[config.mk]
export PLATFORM = sky130hd
export DESIGN_NAME = period_meter_flat
export DESIGN_NICKNAME = d
export VERILOG_FILES = /design/src/rtl/period_meter_pkg.sv /design/src/rtl/period_meter_if.sv /design/src/rtl/period_meter_interval_counter.sv /design/src/rtl/period_meter.sv /design/src/flat_wrapper.sv
export SDC_FILE = /design/constraint.sdc
export NUM_CORES = 1
export LEC_CHECK = 0
export ABC_CLOCK_PERIOD_IN_PS = 2300
export CAP_MARGIN = 20
export CORE_MARGIN = 3
export CORE_UTILIZATION = 45
export CTS_CLUSTER_DIAMETER = 60
export DETAILED_ROUTE_END_ITERATION = 7
export DONT_BUFFER_PORTS = 1
export PLACE_DENSITY = 0.72
export RECOVER_POWER = 100
export SLEW_MARGIN = 20
export SYNTH_ARGS = -nofsm -noshare
export SYNTH_HDL_FRONTEND = slang
export SYNTH_HIERARCHICAL = 1
export SYNTH_SLANG_ARGS = --single-unit
[constraint.sdc]
create_clock -name clk -period 2.3 [get_ports clk]
set_input_delay 0.46 -clock clk [delete_from_list [all_inputs] [get_ports clk]]
set_output_delay 0.46 -clock clk [all_outputs]
set_load 0.01 [all_outputs]
[src/rtl/period_meter_pkg.sv]
// period_meter_pkg: shared types and defaults for the period meter.
//   pm_state_t  - measurement FSM state (PM_IDLE, PM_MEASURE)
//   PM_CLKPD_NS - default clock period in ns (100 MHz)
package period_meter_pkg;

   typedef enum logic [0:0] {
      PM_IDLE    = 1'b0,
      PM_MEASURE = 1'b1
   } pm_state_t;

   localparam int unsigned PM_CLKPD_NS = 10;

endpackage

[src/rtl/period_meter_if.sv]
// period_meter_if: strobe input and measurement result bundle.
//   tick       - strobe, one clk cycle wide, synchronous to clk
//   ack        - consumer has taken period
//   period     - last measured interval in cycles
//   valid      - period holds an unconsumed measurement
//   overrun    - sticky: a measurement was overwritten before ack
//   timeout    - one-cycle pulse when no tick arrives in time
//   busy       - a measurement is in progress
//   min_period - smallest period seen (PERIOD_METER_STATS_EN only)
//   max_period - largest period seen  (PERIOD_METER_STATS_EN only)
// Modports: master = strobe source / consumer, slave = the meter.
// Optional feature macro: PERIOD_METER_STATS_EN.
interface period_meter_if #(
   parameter int unsigned CNT_BITS = 7
);
   logic                tick;
   logic                ack;
   logic [CNT_BITS-1:0] period;
   logic                valid;
   logic                overrun;
   logic                timeout;
   logic                busy;
`ifdef PERIOD_METER_STATS_EN
   logic [CNT_BITS-1:0] min_period;
   logic [CNT_BITS-1:0] max_period;

   modport master (
      output tick, ack,
      input  period, valid, overrun, timeout, busy, min_period, max_period
   );
   modport slave (
      input  tick, ack,
      output period, valid, overrun, timeout, busy, min_period, max_period
   );
`else
   modport master (
      output tick, ack,
      input  period, valid, overrun, timeout, busy
   );
   modport slave (
      input  tick, ack,
      output period, valid, overrun, timeout, busy
   );
`endif
endinterface

[src/rtl/period_meter_interval_counter.sv]
// interval_counter: saturating up-counter for the period meter.
//   clk, rst - clock, synchronous active-high reset
//   clr      - force count to 0
//   load1    - force count to 1 (a tick starts a new interval)
//   en       - count up, saturating at MAX_COUNT
//   cnt      - current count
//   at_max   - cnt equals MAX_COUNT
// Priority: rst/clr, then load1, then en.
module interval_counter #(
   parameter int unsigned MAX_COUNT = 100,
   parameter int unsigned CNT_BITS  = 7
) (
   input  logic                clk,
   input  logic                rst,
   input  logic                clr,
   input  logic                load1,
   input  logic                en,
   output logic [CNT_BITS-1:0] cnt,
   output logic                at_max
);
   localparam logic [CNT_BITS-1:0] MAX_VAL = CNT_BITS'(MAX_COUNT);

   always_ff @(posedge clk) begin
      if (rst || clr) begin
         cnt <= '0;
      end else if (load1) begin
         cnt <= CNT_BITS'(1);
      end else if (en && !at_max) begin
         cnt <= cnt + CNT_BITS'(1);
      end
   end

   assign at_max = (cnt == MAX_VAL);
endmodule

[src/rtl/period_meter.sv]
// period_meter: measures clk cycles between successive tick strobes and
// reports each interval through a valid/ack register; pulses timeout when
// no tick arrives within MAX_COUNT cycles.
//   clk, rst - clock, synchronous active-high reset
//   bus      - period_meter_if slave (tick/ack in; period, valid,
//              overrun, timeout, busy and optional min/max out)
// Optional feature macro: PERIOD_METER_STATS_EN (min/max period tracking).
module period_meter
   import period_meter_pkg::*;
#(
   parameter int unsigned MAX_NS    = 1_000_000,
   parameter int unsigned CLKPD_NS  = PM_CLKPD_NS,
   parameter int unsigned MAX_COUNT = MAX_NS / CLKPD_NS,
   parameter int unsigned CNT_BITS  = $clog2(MAX_COUNT + 1)
) (
   input logic           clk,
   input logic           rst,
   period_meter_if.slave bus
);
   pm_state_t           state;
   logic [CNT_BITS-1:0] cnt;
   logic                at_max;
   logic                measuring;
   logic                capture;
   logic                accept;
   logic [CNT_BITS-1:0] period_q;
   logic                valid_q;
   logic                overrun_q;
   logic                timeout_q;
   logic                busy_q;

   assign measuring = (state == PM_MEASURE);
   assign capture   = measuring && bus.tick;
   assign accept    = bus.ack && valid_q;

   // A tick always restarts the interval at 1; a tick on the boundary
   // wins over the timeout clear.
   interval_counter #(
      .MAX_COUNT (MAX_COUNT),
      .CNT_BITS  (CNT_BITS)
   ) u_counter (
      .clk    (clk),
      .rst    (rst),
      .clr    (measuring && !bus.tick && at_max),
      .load1  (bus.tick),
      .en     (measuring && !bus.tick),
      .cnt    (cnt),
      .at_max (at_max)
   );

   always_ff @(posedge clk) begin
      if (rst) begin
         state     <= PM_IDLE;
         period_q  <= '0;
         valid_q   <= 1'b0;
         overrun_q <= 1'b0;
         timeout_q <= 1'b0;
         busy_q    <= 1'b0;
      end else begin
         timeout_q <= 1'b0;
         case (state)
            PM_IDLE: begin
               if (bus.tick) begin
                  state  <= PM_MEASURE;
                  busy_q <= 1'b1;
               end
            end
            PM_MEASURE: begin
               if (!bus.tick && at_max) begin
                  state     <= PM_IDLE;
                  busy_q    <= 1'b0;
                  timeout_q <= 1'b1;
               end
            end
            default: begin
               state  <= PM_IDLE;
               busy_q <= 1'b0;
            end
         endcase

         // A capture in the same cycle as an accepted ack keeps valid set
         // and still clears overrun; an unacked overwrite sets it.
         if (capture) begin
            period_q <= cnt;
            valid_q  <= 1'b1;
            if (valid_q && !bus.ack) begin
               overrun_q <= 1'b1;
            end else if (accept) begin
               overrun_q <= 1'b0;
            end
         end else if (accept) begin
            valid_q   <= 1'b0;
            overrun_q <= 1'b0;
         end
      end
   end

   assign bus.period  = period_q;
   assign bus.valid   = valid_q;
   assign bus.overrun = overrun_q;
   assign bus.timeout = timeout_q;
   assign bus.busy    = busy_q;

`ifdef PERIOD_METER_STATS_EN
   logic [CNT_BITS-1:0] min_q;
   logic [CNT_BITS-1:0] max_q;

   always_ff @(posedge clk) begin
      if (rst) begin
         min_q <= '1;
         max_q <= '0;
      end else if (capture) begin
         if (cnt < min_q) min_q <= cnt;
         if (cnt > max_q) max_q <= cnt;
      end
   end

   assign bus.min_period = min_q;
   assign bus.max_period = max_q;
`endif
endmodule

[src/flat_wrapper.sv]
// flat-port wrapper written by rule: the top's interface ports become plain ports
module period_meter_flat import period_meter_pkg::*;
#(
   parameter int unsigned MAX_NS    = 1_000_000,
   parameter int unsigned CLKPD_NS  = PM_CLKPD_NS,
   parameter int unsigned MAX_COUNT = MAX_NS / CLKPD_NS,
   parameter int unsigned CNT_BITS  = $clog2(MAX_COUNT + 1)
)
  (clk, rst, bus_tick, bus_ack, bus_period, bus_valid, bus_overrun, bus_timeout, bus_busy);
  period_meter_if #(.CNT_BITS(CNT_BITS)) bus_i ();
  input logic clk;
  input logic rst;
  input wire logic [$bits(bus_i.tick)-1:0] bus_tick;
  input wire logic [$bits(bus_i.ack)-1:0] bus_ack;
  output wire logic [$bits(bus_i.period)-1:0] bus_period;
  output wire logic [$bits(bus_i.valid)-1:0] bus_valid;
  output wire logic [$bits(bus_i.overrun)-1:0] bus_overrun;
  output wire logic [$bits(bus_i.timeout)-1:0] bus_timeout;
  output wire logic [$bits(bus_i.busy)-1:0] bus_busy;
  assign bus_i.tick = bus_tick;
  assign bus_i.ack = bus_ack;
  assign bus_period = bus_i.period;
  assign bus_valid = bus_i.valid;
  assign bus_overrun = bus_i.overrun;
  assign bus_timeout = bus_i.timeout;
  assign bus_busy = bus_i.busy;
  period_meter #(.MAX_NS(MAX_NS), .CLKPD_NS(CLKPD_NS), .MAX_COUNT(MAX_COUNT), .CNT_BITS(CNT_BITS)) u_core (.clk(clk), .rst(rst), .bus(bus_i));
endmodule
== Word level (Yosys, flattened, before mapping) ==
Cells that the tools add are included.

* Bits in registers: 39
* Latch bits: 0
* Memory bits (writable): 0
* ROM bits: 0
* Input bits: 4
* Output and inout bits: 21
* Logic and storage cells: 43
* Memories: 0

* $add $sub $neg: 1
* Multipliers: 0
* Divide/modulo/power cells: 0
* Magnitude comparators: 0
* Equal/unequal tests: 3
* Shifts and indexed selects: 0
* Muxes and demuxes: 14
* Bitwise operators: 1
* Reductions and logical operators: 16

{| class="wikitable"
|+ Operators with widths
! cell !! count
|-
| adder 17 x 1 -> 17 bit (second input constant) || 1
|-
| equality test 17 bit (second input constant) || 1
|-
| 2-to-1 mux 1 bit || 12
|-
| logical AND 1 bit || 7
|-
| inequality test 2 bit (second input constant) || 2
|-
| one-hot mux 1 bit (2 select lines) || 2
|-
| nonzero test 2 bit || 2
|-
| OR reduction 2 bit || 2
|-
| zero test 1 bit || 3
|-
| AND reduction 2 bit || 1
|-
| logical OR 1 bit || 1
|-
| inverter 1 bit || 1
|}

== Logic depth before layout (Yosys ltp) ==
Gate-level depths: netlist of run 1.

* Depth in word-level cells: 5
* Gate-level depth with buffers: 9
* Gate-level depth less buffers: 7

== Cells and area by module ==
Netlist of run 1, hierarchy kept.

{| class="wikitable"
|+ Modules (own cells, without submodules)
! module !! instances !! cells an instance !! area each (µm²) !! seq. area each (µm²)
|-
| period_meter || 1 || 97 || 945.9 || 440.4
|-
| interval_counter || 1 || 97 || 862.1 || 340.3
|}

== Worst setup path after synthesis of run 1 ==
OpenSTA, ideal clock, no wires.

* Path type: input -> register
* Start point: input port bus_tick
* End point: register u_core.u_counter.cnt[15]
* Setup time: 70 ps
* Data arrival time: 2131 ps
* Data required time: 2230 ps
* Slack: 99 ps
* Stages: 8
* Buffers on the path: 3
* Cell sequence: buf_6 buf_6 nor2b_1 clkbuf_2 nand3_1 or3_1 or4_1 a21oi_1

* Longest elaborated chain between the ends: 5
* Elaborated cells on any way between the ends: 6
* Classes of those cells: 6 x reduce/logical

{| class="wikitable"
|+ Ends and longest elaborated chain
! what !! RTL line !! source
|-
| start, declared || flat_wrapper.sv:13 || <nowiki>input wire logic [$bits(bus_i.tick)-1:0] bus_tick;</nowiki>
|-
| zero test 1 bit || period_meter.sv:44, period_meter.sv:46 ||
|-
| logical AND 1 bit || period_meter.sv:44, period_meter.sv:46 ||
|-
| logical AND 1 bit || period_meter.sv:44 || <nowiki>.clr (measuring && !bus.tick && at_max),</nowiki>
|-
| logical OR 1 bit || period_meter_interval_counter.sv:24 || <nowiki>if (rst || clr) begin</nowiki>
|-
| OR reduction 2 bit (no source line) || n/a ||
|-
| end signal, assigned || period_meter_interval_counter.sv:29 || <nowiki>cnt <= cnt + CNT_BITS'(1);</nowiki>
|-
| end, declared || period_meter_interval_counter.sv:18 || <nowiki>output logic [CNT_BITS-1:0] cnt,</nowiki>
|}

Several ways; a longest one is shown, not always the timed one.
A chain may end at the register's enable or synchronous reset.

== Final worst setup path of run 1 ==
* Start point: register u_core.u_counter.cnt[0]
* End point: register u_core.u_counter.cnt[12]

* Longest elaborated chain between the ends: 4
* Elaborated cells on any way between the ends: 7
* Classes of those cells: 1 x add/sub; 1 x eq/ne; 5 x reduce/logical

{| class="wikitable"
|+ Ends and longest elaborated chain
! what !! RTL line !! source
|-
| equality test 17 bit * || period_meter_interval_counter.sv:33 || <nowiki>assign at_max = (cnt == MAX_VAL);</nowiki>
|-
| via u_core.at_max || period_meter.sv:22 || <nowiki>logic at_max;</nowiki>
|-
| logical AND 1 bit || period_meter.sv:44 ||
|-
| logical OR 1 bit || period_meter_interval_counter.sv:24 ||
|-
| OR reduction 2 bit (no source line) || n/a ||
|}

The timed path passes the listed nets; every way through them passes the cells marked *.

==> results of run 1 <==
flip-flops by register name, summed over array words and instances, names as in the netlist, named ones only:
signal                cells
u_core/bus.busy           1
u_core/bus.period        17
u_core/bus.timeout        1
u_core/bus.valid          1
u_core/measuring          1
u_core/u_counter/cnt     17
power by group through the flow:
stage	logic (mW)	clock network (mW)	registers, mW
finish	0.0425	0.457	0.690
global route	0.0485	0.503	0.690
floorplan	0.0566	0	0.703
global placement	0.0432	0	0.705
detailed placement	0.0441	0	0.705
CTS	0.0440	0.480	0.689
cells in the mapped netlist, drive strengths merged:
cell / count / area (µm²)
and3: 2 / 12.5
nor2b: 2 / 12.5
and3b: 1 / 8.76
ha: 2 / 25.0
or4bb: 1 / 11.3
mux2i: 1 / 10.0
nor4: 3 / 18.8
or3: 6 / 38.8
and4: 2 / 18.8
nor3: 1 / 5.00
clkbuf: 3 / 12.5
a21bo: 17 / 170
a211oi: 2 / 20.0
nand3: 25 / 125
xnor2: 5 / 43.8
nand2: 4 / 15.0
xor2: 5 / 43.8
or4: 2 / 15.0
a21oi: 25 / 125
nand2b: 3 / 18.8
dfxtp: 39 / 781
or4b: 2 / 27.5
nand4b: 1 / 8.76
a31oi: 1 / 6.26
nor2: 11 / 41.3
buf: 10 / 77.6
nand4: 3 / 18.8
o21a: 1 / 7.51
o21ai: 4 / 20.0
o31ai: 2 / 15.0
o41ai: 1 / 27.5
inv: 7 / 26.3
worst max-delay path by stage:
stage / from / to / cells after the start
finish: u_core/u_counter/cnt[0]$_SDFFE_PP0P_ / u_core/u_counter/cnt[12]$_SDFFE_PP0P_ / 8
global route: u_core/u_counter/cnt[0]$_SDFFE_PP0P_ / u_core/u_counter/cnt[12]$_SDFFE_PP0P_ / 8
global placement: u_core/u_counter/cnt[0]$_SDFFE_PP0P_ / u_core/u_counter/cnt[11]$_SDFFE_PP0P_ / 8
detailed placement: u_core/u_counter/cnt[0]$_SDFFE_PP0P_ / u_core/u_counter/cnt[11]$_SDFFE_PP0P_ / 8
CTS: u_core/u_counter/cnt[0]$_SDFFE_PP0P_ / u_core/u_counter/cnt[12]$_SDFFE_PP0P_ / 8
floorplan: bus_tick / u_core/u_counter/cnt[15]$_SDFFE_PP0P_ / 8
cells by family (layout without fill, tap and decap cells):
group                      after synthesis  count (layout)  share of synthesized area [%]
AOI/OAI and AO/OA                       53              53                           21.7
adders and majority gates                2               2                           1.38
DFF                                     39              39                           43.2
and+or+nand+nor                         69              69                           21.9
buffers and inverters                   20              20                           6.44
muxes                                    1               1                          0.554
xor gates and xnor gates                10              10                           4.84
critical path, stage by stage, from the launching register on:
cell	delay, ns
dfxtp_1	0.39
inv_1	0.09
ha_1	0.14
or4bb_1	0.49
nor4_2	0.18
and3b_1	0.25
or3_1	0.13
buf_4	0.21
nor2_1	0.08
stage by stage:
step	setup WS [ns]	hold slack, ns	instance area, µm²
6_report	0.240	0.227	1910
5_1_grt	0.0550	0.206	1910
4_1_cts	0.139	0.211	1910
3_5_place_dp	0.191	0.496	1820
3_3_place_gp	0.220	0.496	1820
2_1_floorplan	0.0986	0.460	1810
final cells by class:
class	count	area, µm²	area share, %
clock buffers	6	82.6	4.33
clock inverters	1	5.00	0.262
inverters	7	26.3	1.38
multi-input cells	135	912	47.8
flip-flops and latches	39	781	40.9
well taps	48	60.1	3.15
repair buffers	6	42.5	2.23
per-layer routing:
| layer | GRT usage, % | vias to the layer above | part of all wire, % |
|---|---|---|---|
| li1 | - | 694 | - |
| met1 | 19.9 | 627 | 47 |
| met2 | 22.8 | 27 | 45 |
| met3 | 5.65 | 6 | 5.4 |
| met4 | 6.51 | 0 | 1.7 |
| met5 | 0 | - | 0 |
cells in the final DEF (no fill, tap or decap), drive strengths merged, types with 2 or more instances in the layout:
cell / synthesis / routed
a211oi: 2 / 2
a21bo: 17 / 17
a21oi: 25 / 25
and3: 2 / 2
and4: 2 / 2
buf: 10 / 5
clkbuf: 3 / 7
dfxtp: 39 / 39
ha: 2 / 2
inv: 7 / 7
nand2: 4 / 4
nand2b: 3 / 3
nand3: 25 / 25
nand4: 3 / 3
nor2: 11 / 11
nor2b: 2 / 2
nor4: 3 / 3
o21ai: 4 / 4
o31ai: 2 / 2
or3: 6 / 6
or4: 2 / 2
or4b: 2 / 2
xnor2: 5 / 5
xor2: 5 / 5
==> results.toml, run 1 <==
[outcome]
status = "complete, no violations"

[timing]
worst_slew_pin_slew_ns = 0.710
setup_tns_ns = 0
skew_ns = 0.00888
period_share_pct = 89.6
setup_viol = 0
drv_slew = 0
maxSlewHeadroom_pct = 52.7
hold_viol_final = 0
max_clock_freq_mhz = 485
rsz0062_at_grt = "no"
period_needed_ns = 2.06

[die]
coreArea_um2 = 3770
fp.dieH_um = 69.4
initial_core_util_pct = 47.9
ioPinCount = 25
rows = 22
die_area_um2 = 4810
die_x_um = 69.4

[min_path]
min_path_cells = 1
holdPathEnd = "u_core/measuring$_SDFF_PP0_"
worstHoldStart = "rst"
hold_path_class = "primary input to flip-flop"

[drt]
postRouteAntennaNets = 0
drc = 0
avgRoutedWirePerCell_um = 14.1
vias = 1354
first_pass_iters = 4
drt-total-wl_um = 3400
post_drt_via_cell_ratio = 5.60
drtIter0Drc = 83

[power_and_ir_drop]
p_sw_mw = 0.257
p_per_area_nw_per_um2 = 623
clkPwrFrac_pct = 38.4
intPower_mw = 0.932
power_frac_comb_pct = 3.6
ir_worst_vdd_v = 0.000269
power_mw = 1.19
p_leak_nw = 0.637
p_seq_share_pct = 58.0
switching_share_pct = 21.6

[logic_synthesis]
syn_nets = 200
synth_cell_type_count = 39
seq_area_frac_synth_pct = 43.2
ys_seq_elements = 39
syn_area_um2 = 1810
syn_inst = 194
postSynthAreaPerCell_um2 = 9.32
ys_warn_count = 6

[clocking]
post_cts_resized = 0
path_clk_slew_ns = 0.07
postCtsHoldBufs = 0
insertion_delay_ns = 0.29
cts_tree = "yes"
cts.htree.levels = 2
root_buffer = "clkbuf_8"
clk_path_buf_depth = 2
cts.sinks = 39
cts_buffers = 5
cts_setup_buffers = 0

[finish]
layoutNonFillerInstCount = 242
drive_above_1_share_pct = 18.6
antenna_cells = 0
area_delta_synth_final_pct = 5.61
final_nets = 200
fin_util_pct = 50.6
fillers = 341

[placed_design]
dp_hpwl_um = 2250
place_congestion = 0.833
port_buffers = 0
dp.cells = 235

[setup_path]
cp-start-kind = "flip-flop"
critPathKind = "flip-flop to flip-flop"
r2r_end = "u_core/u_counter/cnt[12]$_SDFFE_PP0P_"
r2r_slack_ns = 0.24
ff2ff_path_depth = 8
crit_arrival_ns = 2.23
worst-endpoint-required_ns = 2.47
r2r_start = "u_core/u_counter/cnt[0]$_SDFFE_PP0P_"
critPathCaptureType = "flip-flop"
crit_fanout = 16

[global_routing]
gr-total-overflow = 0
grt_pass1_vias = 1252
track_usage_pct = 15.3
grt_pass1_wl_um = 6000
antenna_found_initial = 0
grt_max_degree = 43

[job]
cap_viol_max_count = 0
Note: power is estimated with default switching activity, not from simulation.
==> inputs of run 2 (changes only) <==
--- a/config.mk
+++ b/config.mk
@@ -5,15 +5,17 @@
 export SDC_FILE = /design/constraint.sdc
 export NUM_CORES = 1
 export LEC_CHECK = 0
-export ABC_CLOCK_PERIOD_IN_PS = 2300
+export ABC_CLOCK_PERIOD_IN_PS = 1900
 export CAP_MARGIN = 20
 export CORE_MARGIN = 3
 export CORE_UTILIZATION = 45
+export CTS_BUF_LIST = sky130_fd_sc_hd__clkbuf_16
 export CTS_CLUSTER_DIAMETER = 60
 export DETAILED_ROUTE_END_ITERATION = 7
 export DONT_BUFFER_PORTS = 1
-export PLACE_DENSITY = 0.72
+export PLACE_DENSITY = 0.7
 export RECOVER_POWER = 100
+export SKIP_LAST_GASP = 1
 export SLEW_MARGIN = 20
 export SYNTH_ARGS = -nofsm -noshare
 export SYNTH_HDL_FRONTEND = slang
==> constraint.sdc (replaced) <==
create_clock -name clk -period 1.9 [get_ports clk]
set_input_delay 0.38 -clock clk [delete_from_list [all_inputs] [get_ports clk]]
set_output_delay 0.38 -clock clk [all_outputs]
set_load 0.01 [all_outputs]
==> results.toml, run 2 (same netlist as run 1, synthesis figures left out) <==
[outcome]
status = "complete, but fails checks"
violations = "setup timing"

[global_routing]
antenna_found_initial = 0
track_usage_pct = 17.6
use_met1_pct = 21.4
gr-total-overflow = 0
grt_max_degree = 43
use_met3_pct = 5.22
grt_pass1_vias = 1419
grt_pass1_wl_um = 6790
gr-usage-met2_pct = 28.4
grt_busiest_layer = "met2"

[die]
die_x_um = 69.4
initial_core_util_pct = 47.9
ioPinCount = 25
coreArea_um2 = 3770
fp.dieH_um = 69.4
rows = 22
die_area_um2 = 4810

[timing]
period_share_pct = 100
period_needed_ns = 1.90
setup_slack_ns = -0.00137
hold_viol_final = 0
max_clock_freq_mhz = 526
drv_slew = 0
maxSlewHeadroom_pct = 73.8
skew_ns = 0.00419
setup_viol = 1
rsz0062_at_grt = "yes"
setup_tns_ns = -0.00137
worst_slew_pin_slew_ns = 0.392

[placed_design]
place_congestion = 0.925
port_buffers = 0
pre_cts_slack_ns = -0.0219
dp_hpwl_um = 2690
post_dp_cell_area_um2 = 1960

[drt]
post_drt_via_cell_ratio = 5.74
first_pass_iters = 4
drtIter0Drc = 91
vias = 1476
avgRoutedWirePerCell_um = 15.9
drc = 0
postRouteAntennaNets = 0
drt-total-wl_um = 4080

[power_and_ir_drop]
p_leak_nw = 0.760
switching_share_pct = 21.3
ir_worst_vdd_v = 0.000313
intPower_mw = 1.33
p_sw_mw = 0.360
p_seq_share_pct = 49.3
clkPwrFrac_pct = 46.3
p_per_area_nw_per_um2 = 786
power_frac_comb_pct = 4.4

[clocking]
cts.htree.levels = 2
path_clk_slew_ns = 0.06
postCtsHoldBufs = 0
root_buffer = "clkbuf_16"
insertion_delay_ns = 0.28
clk_path_buf_depth = 2
cts.sinks = 39
cts_tree = "yes"
cts_buffers = 5

[setup_path]
crit_fanout = 4
cp_slowest_cell = "or4b_4"
worst-endpoint-required_ns = 2.07
critPathBufInv = 1
critPathTopFamily = "simple AND/OR/NAND/NOR gates"
cpPeakStageDelay_ns = 0.57
critPathKind = "flip-flop to flip-flop"
cp-start-kind = "flip-flop"
critPathCaptureType = "flip-flop"
crit_chain = "or4b_4, buf_6, o41ai_4, mux2i_1, nor2_1"
crit_arrival_ns = 2.07

[finish]
drive_above_1_share_pct = 29.7
final_cell_mix = "dfxtp_1, a21oi_1, nand3_1"
final_nets = 214
final_area_um2 = 2150
area_delta_synth_final_pct = 19.0
antenna_cells = 0
final_common_cell = "dfxtp_1"

[job]
cap_viol_max_count = 0

[min_path]
hold_path_class = "primary input to flip-flop"
==> run 2: per-layer routing <==
| layer | vias up | part of all wire (%) |
|---|---|---|
| li1 | 722 | - |
| met1 | 710 | 44 |
| met2 | 35 | 50 |
| met3 | 9 | 4.2 |
| met4 | 0 | 1.8 |
| met5 | - | 0 |
==> run 2: path summary, 6_finish.rpt <==
| path | startpoint | end | slack (ns) | cells after the start |
|---|---|---|---|---|
| setup / recovery | u_core/u_counter/cnt[6]$_SDFFE_PP0P_ | u_core/u_counter/cnt[1]$_SDFFE_PP0P_ | -0.001 | 5 |
| setup reg to reg | u_core/u_counter/cnt[6]$_SDFFE_PP0P_ | u_core/u_counter/cnt[1]$_SDFFE_PP0P_ | -0.001 | 5 |
| hold / removal | rst | u_core/bus.busy$_SDFFE_PP0P_ | 0.16 | 1 |
| hold reg to reg | u_core/u_counter/cnt[16]$_SDFFE_PP0P_ | u_core/u_counter/cnt[16]$_SDFFE_PP0P_ | 0.49 | 2 |
==> run 2: power by group through the flow <==
stage | sequential [mW] | combinational, mW | clock (mW)
floorplan | 0.853 | 0.0752 | 0
global placement | 0.850 | 0.0635 | 0
detailed placement | 0.851 | 0.0662 | 0
CTS | 0.832 | 0.0755 | 0.805
global route | 0.833 | 0.0800 | 0.837
finish | 0.833 | 0.0742 | 0.783
==> run 2: worst reg2reg max path, cell delays in order, from the launching register on <==
cell	delay, ns
dfxtp_1	0.31
or4b_4	0.57
buf_6	0.15
o41ai_4	0.46
mux2i_1	0.25
nor2_1	0.06
==> run 2: final cells by class <==
type	count	area, µm²
fillers	317	1620
multi-input cells	135	970
flip-flops and latches	39	788
repair buffers	20	166
clock buffers	5	125
well taps	48	60.1
inverters	7	28.8
clock inverters	3	12.5
==> run 2: timing repair <==
item                                    4_1_cts  5_1_grt
setup buffers                                 1        0
resized for setup                             4        9
pin swaps                                     4        2
gates cloned                                  1        0
endpoints found under the setup margin       16        7
==> run 2: stage by stage <==
| step | total power, mW | instances | util [%] | hold WS (ns) |
|---|---|---|---|---|
| final | 1.69 | 257 | 57.0 | 0.160 |
| after global routing | 1.75 | 257 | 57.0 | 0.151 |
| after CTS | 1.71 | 257 | 56.9 | 0.153 |
| after detailed placement | 0.917 | 247 | 52.0 | 0.450 |
| after global placement | 0.914 | 247 | 52.0 | 0.447 |
| after floorplan | 0.928 | 194 | - | 0.452 |
